`src/rtl/prog_mem_pkg.sv`:
```
// Shared types and helpers for the program-memory arbiter and its fetch buffer.
package prog_mem_pkg;

    localparam int WORD_AW = 9;   // SRAM word address width (512 words)
    localparam int BYTE_AW = 11;  // CPU byte address width
    localparam int DW      = 32;  // SRAM data width

    typedef enum logic [1:0] {
        IDLE,
        CPU_RD,
        WB_RD,
        WB_ACK
    } state_e;

    // Little-endian byte lane of a 32-bit word.
    function automatic logic [7:0] lane_byte(input logic [DW-1:0] word, input logic [1:0] lane);
        return word[{lane, 3'b000} +: 8];
    endfunction

endpackage

```
`src/rtl/prog_fetch_buf.sv`:
```
// One-word CPU fetch buffer: tag/valid/data, hit compare, lane select and a
// Wishbone write-merge port that keeps the buffered word coherent with SRAM.
module prog_fetch_buf
    import prog_mem_pkg::*;
(
    input  logic               wb_clk_i,
    input  logic               wb_rst_ni,
    input  logic [WORD_AW-1:0] lookup_word,
    input  logic [1:0]         lookup_lane,
    output logic               hit,
    output logic [7:0]         hit_byte,
    input  logic               load_en,
    input  logic [WORD_AW-1:0] load_word,
    input  logic [DW-1:0]      load_data,
    input  logic               wr_en,
    input  logic [WORD_AW-1:0] wr_word,
    input  logic [3:0]         wr_sel,
    input  logic [DW-1:0]      wr_data
);

    logic               buf_valid;
    logic [WORD_AW-1:0] buf_tag;
    logic [DW-1:0]      buf_data;
    logic               wr_hit;
    logic [DW-1:0]      merged;

    assign hit      = buf_valid && (buf_tag == lookup_word);
    assign hit_byte = lane_byte(buf_data, lookup_lane);
    assign wr_hit   = wr_en && buf_valid && (buf_tag == wr_word);

    // Byte-enable merge of a Wishbone write into the buffered word.
    always_comb begin
        // NOTE: a default assignment before any conditional keeps always_comb from inferring a latch.
        merged = buf_data;
        for (int b = 0; b < 4; b++) begin
            if (wr_sel[b]) merged[8*b +: 8] = wr_data[8*b +: 8];
        end
    end

    // Tag and valid: invalidated by reset, set by a CPU miss fill.
    always_ff @(posedge wb_clk_i or negedge wb_rst_ni) begin
        if (!wb_rst_ni) begin
            buf_valid <= 1'b0;
            buf_tag   <= '0;
        end else if (load_en) begin
            buf_valid <= 1'b1;
            buf_tag   <= load_word;
        end
    end

    // Data word: filled on a miss, byte-merged on a matching Wishbone write.
    // NOTE: buf_data has no reset; buf_valid qualifies every use, so a reset here would only cost area.
    always_ff @(posedge wb_clk_i) begin
        if (load_en) begin
            buf_data <= load_data;
        end else if (wr_hit) begin
            buf_data <= merged;
        end
    end

endmodule

```
`src/rtl/prog_mem_arbiter.sv`:
```
// Shares the single-port program SRAM between the CPU byte fetch (through a
// one-word buffer) and the Wishbone host, with a starvation bound for the host.
module prog_mem_arbiter
    import prog_mem_pkg::*;
#(
    parameter int SEL_BIT      = 16,
    parameter int STARVE_LIMIT = 4
) (
    input  logic               wb_clk_i,
    input  logic               wb_rst_ni,
    input  logic               cpu_req_i,
    input  logic [BYTE_AW-1:0] cpu_addr_i,
    output logic               cpu_rdy_o,
    output logic [7:0]         cpu_data_o,
    input  logic               wbs_cyc_i,
    input  logic               wbs_stb_i,
    input  logic               wbs_we_i,
    input  logic [3:0]         wbs_sel_i,
    input  logic [31:0]        wbs_adr_i,
    input  logic [DW-1:0]      wbs_dat_i,
    output logic [DW-1:0]      wbs_dat_o,
    output logic               wbs_ack_o,
    output logic               sram_csb_o,
    output logic               sram_web_o,
    output logic [3:0]         sram_wmask_o,
    output logic [WORD_AW-1:0] sram_addr_o,
    output logic [DW-1:0]      sram_din_o,
    input  logic [DW-1:0]      sram_dout_i,
    output logic               wb_starved_o
);

    localparam int CW = $clog2(STARVE_LIMIT + 1);

    state_e             state;
    logic [CW-1:0]      starve_cnt;
    logic [WORD_AW-1:0] cpu_word_q;
    logic [1:0]         cpu_lane_q;

    logic               wb_valid;
    logic [WORD_AW-1:0] wb_word;
    logic [WORD_AW-1:0] cpu_word;
    logic               cpu_hit;
    logic [7:0]         cpu_hit_byte;
    logic               cpu_miss;
    logic               in_idle;
    logic               wb_grant;
    logic               cpu_grant;
    logic               cpu_hit_serve;
    logic               unused_adr;

    assign wb_valid      = wbs_cyc_i && wbs_stb_i && wbs_adr_i[SEL_BIT];
    assign wb_word       = wbs_adr_i[WORD_AW+1:2];
    assign cpu_word      = cpu_addr_i[BYTE_AW-1:2];
    assign cpu_miss      = cpu_req_i && !cpu_hit;
    assign wb_starved_o  = (starve_cnt == CW'(STARVE_LIMIT));
    // Grants are suppressed while reset is held so the SRAM stays deselected.
    assign in_idle       = wb_rst_ni && (state == IDLE);
    assign wb_grant      = in_idle && wb_valid && !wbs_ack_o && (!cpu_miss || wb_starved_o);
    // A request seen in the cycle of its own rdy pulse is the old one and is not taken.
    assign cpu_grant     = in_idle && cpu_miss && !cpu_rdy_o && !wb_grant;
    assign cpu_hit_serve = in_idle && cpu_req_i && cpu_hit && !cpu_rdy_o;
    assign unused_adr    = ^wbs_adr_i;

    prog_fetch_buf u_fetch_buf (
        .wb_clk_i    (wb_clk_i),
        .wb_rst_ni   (wb_rst_ni),
        .lookup_word (cpu_word),
        .lookup_lane (cpu_addr_i[1:0]),
        .hit         (cpu_hit),
        .hit_byte    (cpu_hit_byte),
        .load_en     (state == CPU_RD),
        .load_word   (cpu_word_q),
        .load_data   (sram_dout_i),
        .wr_en       (wb_grant && wbs_we_i),
        .wr_word     (wb_word),
        .wr_sel      (wbs_sel_i),
        .wr_data     (wbs_dat_i)
    );

    // SRAM port is driven only in the cycle an access is granted.
    always_comb begin
        sram_csb_o   = 1'b1;
        sram_web_o   = 1'b1;
        sram_wmask_o = 4'b0000;
        sram_addr_o  = '0;
        sram_din_o   = '0;
        if (wb_grant) begin
            sram_csb_o  = 1'b0;
            sram_addr_o = wb_word;
            if (wbs_we_i) begin
                sram_web_o   = 1'b0;
                sram_wmask_o = wbs_sel_i;
                sram_din_o   = wbs_dat_i;
            end
        end else if (cpu_grant) begin
            sram_csb_o  = 1'b0;
            sram_addr_o = cpu_word;
        end
    end

    // Access FSM with starvation counter and registered responses.
    always_ff @(posedge wb_clk_i or negedge wb_rst_ni) begin
        if (!wb_rst_ni) begin
            state      <= IDLE;
            starve_cnt <= '0;
            cpu_word_q <= '0;
            cpu_lane_q <= '0;
            cpu_rdy_o  <= 1'b0;
            cpu_data_o <= '0;
            wbs_ack_o  <= 1'b0;
            wbs_dat_o  <= '0;
        end else begin
            // NOTE: sequential state uses non-blocking assignments so every register samples pre-edge values.
            cpu_rdy_o <= 1'b0;
            wbs_ack_o <= 1'b0;
            case (state)
                IDLE: begin
                    if (cpu_hit_serve) begin
                        cpu_rdy_o  <= 1'b1;
                        cpu_data_o <= cpu_hit_byte;
                    end
                    if (wb_grant) begin
                        starve_cnt <= '0;
                        if (wbs_we_i) begin
                            wbs_ack_o <= 1'b1;
                            state     <= WB_ACK;
                        end else begin
                            state <= WB_RD;
                        end
                    end else begin
                        if (wb_valid && !wb_starved_o) starve_cnt <= starve_cnt + CW'(1);
                        if (cpu_grant) begin
                            cpu_word_q <= cpu_word;
                            cpu_lane_q <= cpu_addr_i[1:0];
                            state      <= CPU_RD;
                        end
                    end
                end
                CPU_RD: begin
                    cpu_rdy_o  <= 1'b1;
                    cpu_data_o <= lane_byte(sram_dout_i, cpu_lane_q);
                    state      <= IDLE;
                end
                WB_RD: begin
                    wbs_dat_o <= sram_dout_i;
                    wbs_ack_o <= 1'b1;
                    state     <= WB_ACK;
                end
                WB_ACK: begin
                    state <= IDLE;
                end
                default: begin
                    state <= IDLE;
                end
            endcase
        end
    end

endmodule
```
`config.mk`:
```
export PLATFORM = sky130hd
export DESIGN_NAME = prog_mem_arbiter
export DESIGN_NICKNAME = d
export VERILOG_FILES = /design/src/rtl/prog_mem_pkg.sv /design/src/rtl/prog_fetch_buf.sv /design/src/rtl/prog_mem_arbiter.sv
export SDC_FILE = /design/constraint.sdc
export NUM_CORES = 1
export LEC_CHECK = 0
export ABC_AREA = 1
export CAP_MARGIN = 0
export CORE_MARGIN = 8
export CORE_UTILIZATION = 44
export DETAILED_ROUTE_END_ITERATION = 10
export PLACE_DENSITY = 0.8
export SYNTH_ARGS = -nofsm -noshare
export SYNTH_HDL_FRONTEND = slang
export SYNTH_SLANG_ARGS = --single-unit
```
`constraint.sdc`:
```
create_clock -name wb_clk_i -period 2.66 [get_ports wb_clk_i]
set_input_delay 0.798 -clock wb_clk_i [delete_from_list [all_inputs] [get_ports wb_clk_i]]
set_output_delay 0.798 -clock wb_clk_i [all_outputs]
set_load 0.005 [all_outputs]
```
==> flow_summary.json, run 1 <==
{
  "status": "complete, but fails checks",
  "violations": "setup timing",
  "place.port_buffers": 184,
  "min_path_type": "flop to flop",
  "die_w_um": 126,
  "antenna_found_initial": 0,
  "start_util": 0.449,
  "dieArea_um2": 15900,
  "layout-drive-gt1-share": 0.269,
  "grt_pass1_vias": 5774,
  "cp.arrival_ns": 2.08,
  "powerDensity_nw_per_um2": 877,
  "clkPwrFrac": 0.177,
  "crit_family": "simple AND/OR/NAND/NOR gates",
  "ys_seq_area_frac": 0.498,
  "vdd_drop_max_mv": 0.446,
  "ys_seq_elements": 100,
  "layout_commonest_cell": "nand2_1",
  "grt_pass1_wl_um": 29700,
  "start_kind": "input pin",
  "core_area_um2": 11900,
  "cp_num_buf_inv": 5,
  "worst-setup-path-type": "input pin to output pin",
  "first_pass_iters": 5,
  "min_period_ns": 2.87,
  "finalCritPeriodShare": 1.08,
  "ios": 207,
  "postSynthCellCount": 685,
  "cts_hold_buf": 0,
  "grt_start_max_net_pins": 69,
  "clk_pin_slew_ns": 0.07,
  "place.gp.congestion": 0.854,
  "internal-power_uw": 4730,
  "die_h_um": 126,
  "cp-end-kind": "output pin",
  "crit_top_cell": "buf_6",
  "clockBufferDepth": 2,
  "setup_viol": 47,
  "htree_levels": 3,
  "drt-total-wl_um": 19500,
  "n_antenna_cell": 0,
  "seqPwrFrac": 0.370,
  "synth_area_um2": 5340,
  "ant_nets": 0,
  "worst_hold_slack_ns": 0.476,
  "rows": 40,
  "grt.overflow.total": 0,
  "final_cell_mix": "171 x nand2_1, 122 x clkdlybuf4s50_1, 113 x o21ai_0",
  "slew_violations": 0,
  "ys_types": 29,
  "cts_tree": "built",
  "viasPerCell": 5.17,
  "synth_nets": 804,
  "fmax_mhz": 348,
  "yosysWarnings": 0,
  "synthFlopType": "dfrtp_1",
  "p_leak_uw": 0.00414,
  "synthArstFlopShare": 0.680,
  "clk_latency_ns": 0.35,
  "cp_max_fo": 5,
  "avgRoutedWirePerCell_um": 17.8,
  "max_slew_margin": 0.410,
  "cts-root-buf": "clkbuf_16",
  "worstMarginPinSlew_ns": 0.884,
  "track_usage": 0.238,
  "multiInputGateArea_um2": 2420,
  "cp_slowest_cell": "o21bai_4",
  "finalNonFillerCells": 1095,
  "pwr-share-comb": 0.453,
  "maxCapViolCount": 0,
  "netSwitchingFraction": 0.363,
  "drt_iter0_drc": 452,
  "final_nets": 1062,
  "worst_slack_ns": -0.215,
  "nFillCells": 931,
  "switchingPower_uw": 2690,
  "cp_slowest_stage_delay_ns": 0.16,
  "path_cells": "buf_6 -> nand2_2 -> nand2_1 -> nor2_2 -> nand3_2 -> o21bai_4 -> nand2_4 -> inv_6 -> buf_6 -> buf_6 -> nand2_2 -> nand2_1 -> buf_2",
  "hold_violations": 0,
  "dp_hpwl_um": 13600,
  "rsz0062_at_grt": "true",
  "regArea_um2": 2660,
  "synthToLayoutAreaGrowth_pct": 58.5,
  "route.vias.total": 5663,
  "clock-sinks": 100,
  "cp.required_ns": 1.86,
  "postSynthAreaPerCell_um2": 7.80,
  "skew_ns": 0.00875,
  "place_inst": 1059,
  "synth_edf_count": 32,
  "drc": 0,
  "cts_buffers": 9
}
-- stage by stage --
| step | worst slack, ns | setup TNS, ns | instance area [µm²] | util | power (µW) |
|---|---|---|---|---|---|
| CTS | -0.199 | -6.80 | 8250 | 0.693 | 7370 |
| global route | -0.298 | -11.13 | 8470 | 0.711 | 7900 |
| floorplan | 0.138 | 0 | 5340 | - | 4250 |
| detailed placement | -1.02 | -52.18 | 7850 | 0.659 | 5970 |
| global placement | -0.960 | -48.87 | 7850 | 0.659 | 5880 |
| finish | -0.215 | -7.68 | 8470 | 0.711 | 7430 |
-- flip-flops by register name, summed over array words and instances (netlist names), 2 cells and up --
name	count
cpu_lane_q	2
state	2
starve_cnt	3
wbs_dat_o	32
u_fetch_buf.buf_data	32
cpu_data_o	8
u_fetch_buf.buf_tag	9
cpu_word_q	9
-- logic make-up after synthesis --
kind of cell / count (synthesis) / synth area share
XOR/XNOR: 3 / 0.00492
multiplexers: 8 / 0.0150
buffers and inverters: 124 / 0.0956
AO/OA/AOI/OAI: 157 / 0.154
AND/OR/NAND/NOR: 291 / 0.227
adder cells (fa/ha/maj): 2 / 0.00468
flip-flops: 100 / 0.498
-- synthesized netlist by cell type (4+ instances only) --
library cell  instances  area (µm²)
nand4_1              15        93.8
nand2_1             187         702
clkbuf_1             18        67.6
nand3_1               4        20.0
mux2i_1               8        80.1
inv_2                 7        26.3
dfrtp_1              68        1700
inv_1                77         289
o21a_1                8        60.1
buf_2                18        90.1
a21oi_1              33         165
o21ai_0             113         566
edfxtp_1             32         961
nor2_2               11        68.8
nor2_1               65         244
-- worst paths after layout --
kind / startpoint / to / slack (ns) / depth (start not counted)
min in group asynchronous: wb_rst_ni / cpu_word_q[5]$_DFFE_PN0P_ / 0.70 / 2
min reg2reg: cpu_word_q[2]$_DFFE_PN0P_ / cpu_word_q[2]$_DFFE_PN0P_ / 0.48 / 2
min: cpu_word_q[2]$_DFFE_PN0P_ / cpu_word_q[2]$_DFFE_PN0P_ / 0.48 / 2
max reg2reg: u_fetch_buf.buf_tag[1]$_DFFE_PN0P_ / u_fetch_buf.buf_data[27]$_DFFE_PP_ / 0.61 / 10
max: cpu_addr_i[6] / sram_addr_o[7] / -0.21 / 13
max in group asynchronous: wb_rst_ni / wbs_dat_o[29]$_DFFE_PN0P_ / 1.39 / 2
-- final cells by class --
cell class              instances  area share
flip-flops and latches        100       0.315
repair buffers                287       0.304
multi-input cells             461       0.286
inverters                      84      0.0381
clock buffers                  11      0.0287
well taps                     147      0.0217
clock inverters                 5     0.00606
-- tightest hold or removal path, cell delays in order, from the launching register on --
cell,delay (ns)
dfrtp_1,0.35
nand2_1,0.05
nand2_1,0.05
-- power groups by stage --
stage,registers [µW],logic (µW),clock network (µW)
after global routing,2820,3690,1380
after detailed placement,2750,3220,0
final,2750,3360,1310
after CTS,2740,3310,1330
after floorplan,2700,1560,0
after global placement,2720,3160,0
-- routing by layer --
layer | vias to the layer above | part of all wire | global-route usage | routed length, µm
met2 | 292 | 0.47 | 0.398 | 9250
met5 | - | 0 | 0 | 0
met4 | 0 | 0.033 | 0.0934 | 642
met3 | 42 | 0.098 | 0.0755 | 1910
met1 | 2616 | 0.40 | 0.280 | 7720
li1 | 2713 | - | - | -
-- repair_timing --
action	4_1_cts	5_1_grt
pin swaps	24	13
resized for setup	295	53
cloned	3	0
setup endpoints to repair	47	47
buffers inserted	15	2
endpoints found under the hold margin	0	0
(Power assumes the default switching activity.)
==> inputs of run 2 (changes only) <==
--- a/config.mk
+++ b/config.mk
@@ -11,6 +11,7 @@
 export CORE_UTILIZATION = 44
 export DETAILED_ROUTE_END_ITERATION = 10
 export PLACE_DENSITY = 0.8
+export SKIP_LAST_GASP = 1
 export SYNTH_ARGS = -nofsm -noshare
 export SYNTH_HDL_FRONTEND = slang
 export SYNTH_SLANG_ARGS = --single-unit
==> run 2 against run 1 <==
Compared with the run above: the flow still finishes with violations (setup timing); clock power is essentially flat; clock-buffer cell count is the same; hold slack about the same; via count fell by 0.35%; register-to-register slack barely moved; sequential power about the same; non-clock buffer count stayed put; final area about the same; clock skew about the same; fmax shrank 0.22%.
==> flow_summary.json, run 2 (same netlist as run 1, synthesis figures left out) <==
{
  "layout_commonest_cell": "nand2_1",
  "drc": 0,
  "first_pass_iters": 5,
  "cts-root-buf": "clkbuf_16",
  "max_slew_margin": 0.416,
  "clk_pin_slew_ns": 0.07,
  "path_cells": "buf_6 -> nand2_2 -> nand2_1 -> nor2_2 -> nand3_2 -> o21bai_4 -> nand2_4 -> inv_6 -> buf_6 -> buf_6 -> nand2_2 -> nand2_1 -> buf_2",
  "cts_tree": "built",
  "ant_nets": 0,
  "n_antenna_cell": 0,
  "maxCapViolCount": 0,
  "use_met3": 0.0755,
  "viasPerCell": 5.15,
  "finalCritPeriodShare": 1.08,
  "reg2regPathDepth": 10,
  "violations": "setup timing",
  "drt-total-wl_um": 19400,
  "dieArea_um2": 15900,
  "clk_latency_ns": 0.35,
  "core_area_um2": 11900,
  "clock-sinks": 100,
  "crit_top_cell": "buf_6",
  "grt_util_met1": 0.280,
  "cp_slowest_stage_delay_ns": 0.16,
  "grt_pass1_vias": 5774,
  "cp_num_buf_inv": 5,
  "start_util": 0.449,
  "antenna_found_initial": 0,
  "cts_buffers": 9,
  "route.vias.total": 5643,
  "cp.required_ns": 1.86,
  "grt_use_met2": 0.398,
  "fmax_mhz": 347,
  "status": "complete, but fails checks",
  "die_h_um": 126,
  "grt_pass1_wl_um": 29700,
  "rows": 40,
  "dp_hpwl_um": 13600,
  "layout-drive-gt1-share": 0.269,
  "min_path_type": "flop to flop",
  "synthToLayoutAreaGrowth_pct": 58.4,
  "cp.arrival_ns": 2.08,
  "place.port_buffers": 184,
  "vdd_drop_max_mv": 0.445,
  "timing.rr.start": "u_fetch_buf.buf_tag[1]$_DFFE_PN0P_",
  "final_nets": 1062,
  "cp_max_fo": 5,
  "start_kind": "input pin",
  "ios": 207,
  "grt_start_max_net_pins": 69,
  "final_cell_mix": "171 x nand2_1, 122 x clkdlybuf4s50_1, 113 x o21ai_0",
  "place.gp.congestion": 0.854,
  "avgRoutedWirePerCell_um": 17.8,
  "worst_slack_ns": -0.221,
  "nFillCells": 932,
  "min_period_ns": 2.88,
  "drt_iter0_drc": 414,
  "min_from": "cpu_word_q[2]$_DFFE_PN0P_",
  "gr-max-usage-layer": "met2",
  "hold_end": "cpu_word_q[2]$_DFFE_PN0P_",
  "reg_top3": "u_fetch_buf.buf_data x32, wbs_dat_o x32",
  "die_w_um": 126,
  "cp_slowest_cell": "o21bai_4",
  "rsz0062_at_grt": "true",
  "clockBufferDepth": 2,
  "cp-end-kind": "output pin",
  "ff2ff_setup_slack_ns": 0.60,
  "p_leak_uw": 0.00414,
  "worstMarginPinSlew_ns": 0.876,
  "grt.overflow.total": 0,
  "slew_violations": 0,
  "crit_family": "simple AND/OR/NAND/NOR gates",
  "hold_violations": 0,
  "stdcell_area_um2": 8460,
  "holdPathStages": 2,
  "reg2reg_to": "u_fetch_buf.buf_data[27]$_DFFE_PP_",
  "skew_ns": 0.00903,
  "worst-setup-path-type": "input pin to output pin",
  "setup_viol": 47,
  "powerDensity_nw_per_um2": 876,
  "htree_levels": 3,
  "track_usage": 0.238,
  "setup_tns_ns": -7.80,
  "dpl_cell_area_um2": 7850
}
-- run 2: cell counts in the layout (fill, tap and decap cells not counted) --
Identical to the previous run, type by type.
-- run 2: cell type report --
class	instances	area, µm²	area share
clock buffer	11	243	0.0287
clock inverter	5	51.3	0.00606
inverter	84	323	0.0381
multi-input combinational	461	2420	0.287
sequential	100	2660	0.315
tap	147	184	0.0217
timing repair buffer	287	2570	0.304
-- run 2: layer usage --
layer,routed length (µm),vias up
met4,532,0
met1,7620,2622
met5,0,-
met2,9390,268
li1,-,2717
met3,1910,36
-- run 2: worst register-to-register path, delay by kind of cell, from the launching register on --
| kind | cells | cell delay, ns |
|---|---|---|
| AOI/OAI and AO/OA | 2 | 0.39 |
| buffers and inverters | 3 | 0.44 |
| DFF | 1 | 0.36 |
| and+or+nand+nor | 5 | 0.58 |
-- run 2: power breakdown --
group	switching, µW	internal, µW	total, µW
combinational	1730	1630	3360
sequential	392	2360	2750
clock	559	749	1310
total	2680	4730	7420
-- run 2: worst max-delay path by stage --
stage / from / endpoint / slack, ns / cells past startpoint
3_3_place_gp: cpu_addr_i[10] / sram_din_o[21] / -0.96 / 13
4_1_cts: cpu_addr_i[6] / sram_addr_o[2] / -0.20 / 14
5_1_grt: cpu_addr_i[6] / sram_addr_o[3] / -0.30 / 13
3_5_place_dp: cpu_addr_i[2] / sram_din_o[3] / -1.02 / 13
2_1_floorplan: cpu_addr_i[5] / sram_din_o[0] / 0.14 / 11
6_report: cpu_addr_i[6] / sram_addr_o[7] / -0.22 / 13
-- run 2: metrics by stage --
stage | std cells | total power [µW] | hold slack, ns | setup slack (ns) | util
global route | 1095 | 7890 | 0.492 | -0.298 | 0.710
floorplan | 685 | 4250 | 0.443 | 0.138 | -
CTS | 1093 | 7370 | 0.476 | -0.199 | 0.693
detailed placement | 1059 | 5970 | 0.460 | -1.02 | 0.659
global placement | 1059 | 5880 | 0.454 | -0.960 | 0.659
finish | 1095 | 7420 | 0.476 | -0.221 | 0.710
-- run 2: timing repair --
item                                    4_1_cts  5_1_grt
hold buffers                                  0        0
endpoints found under the setup margin       47       47
pin swaps                                    24       13
gates cloned                                  3        0
resized for setup                           295       52
buffers inserted                             15        2
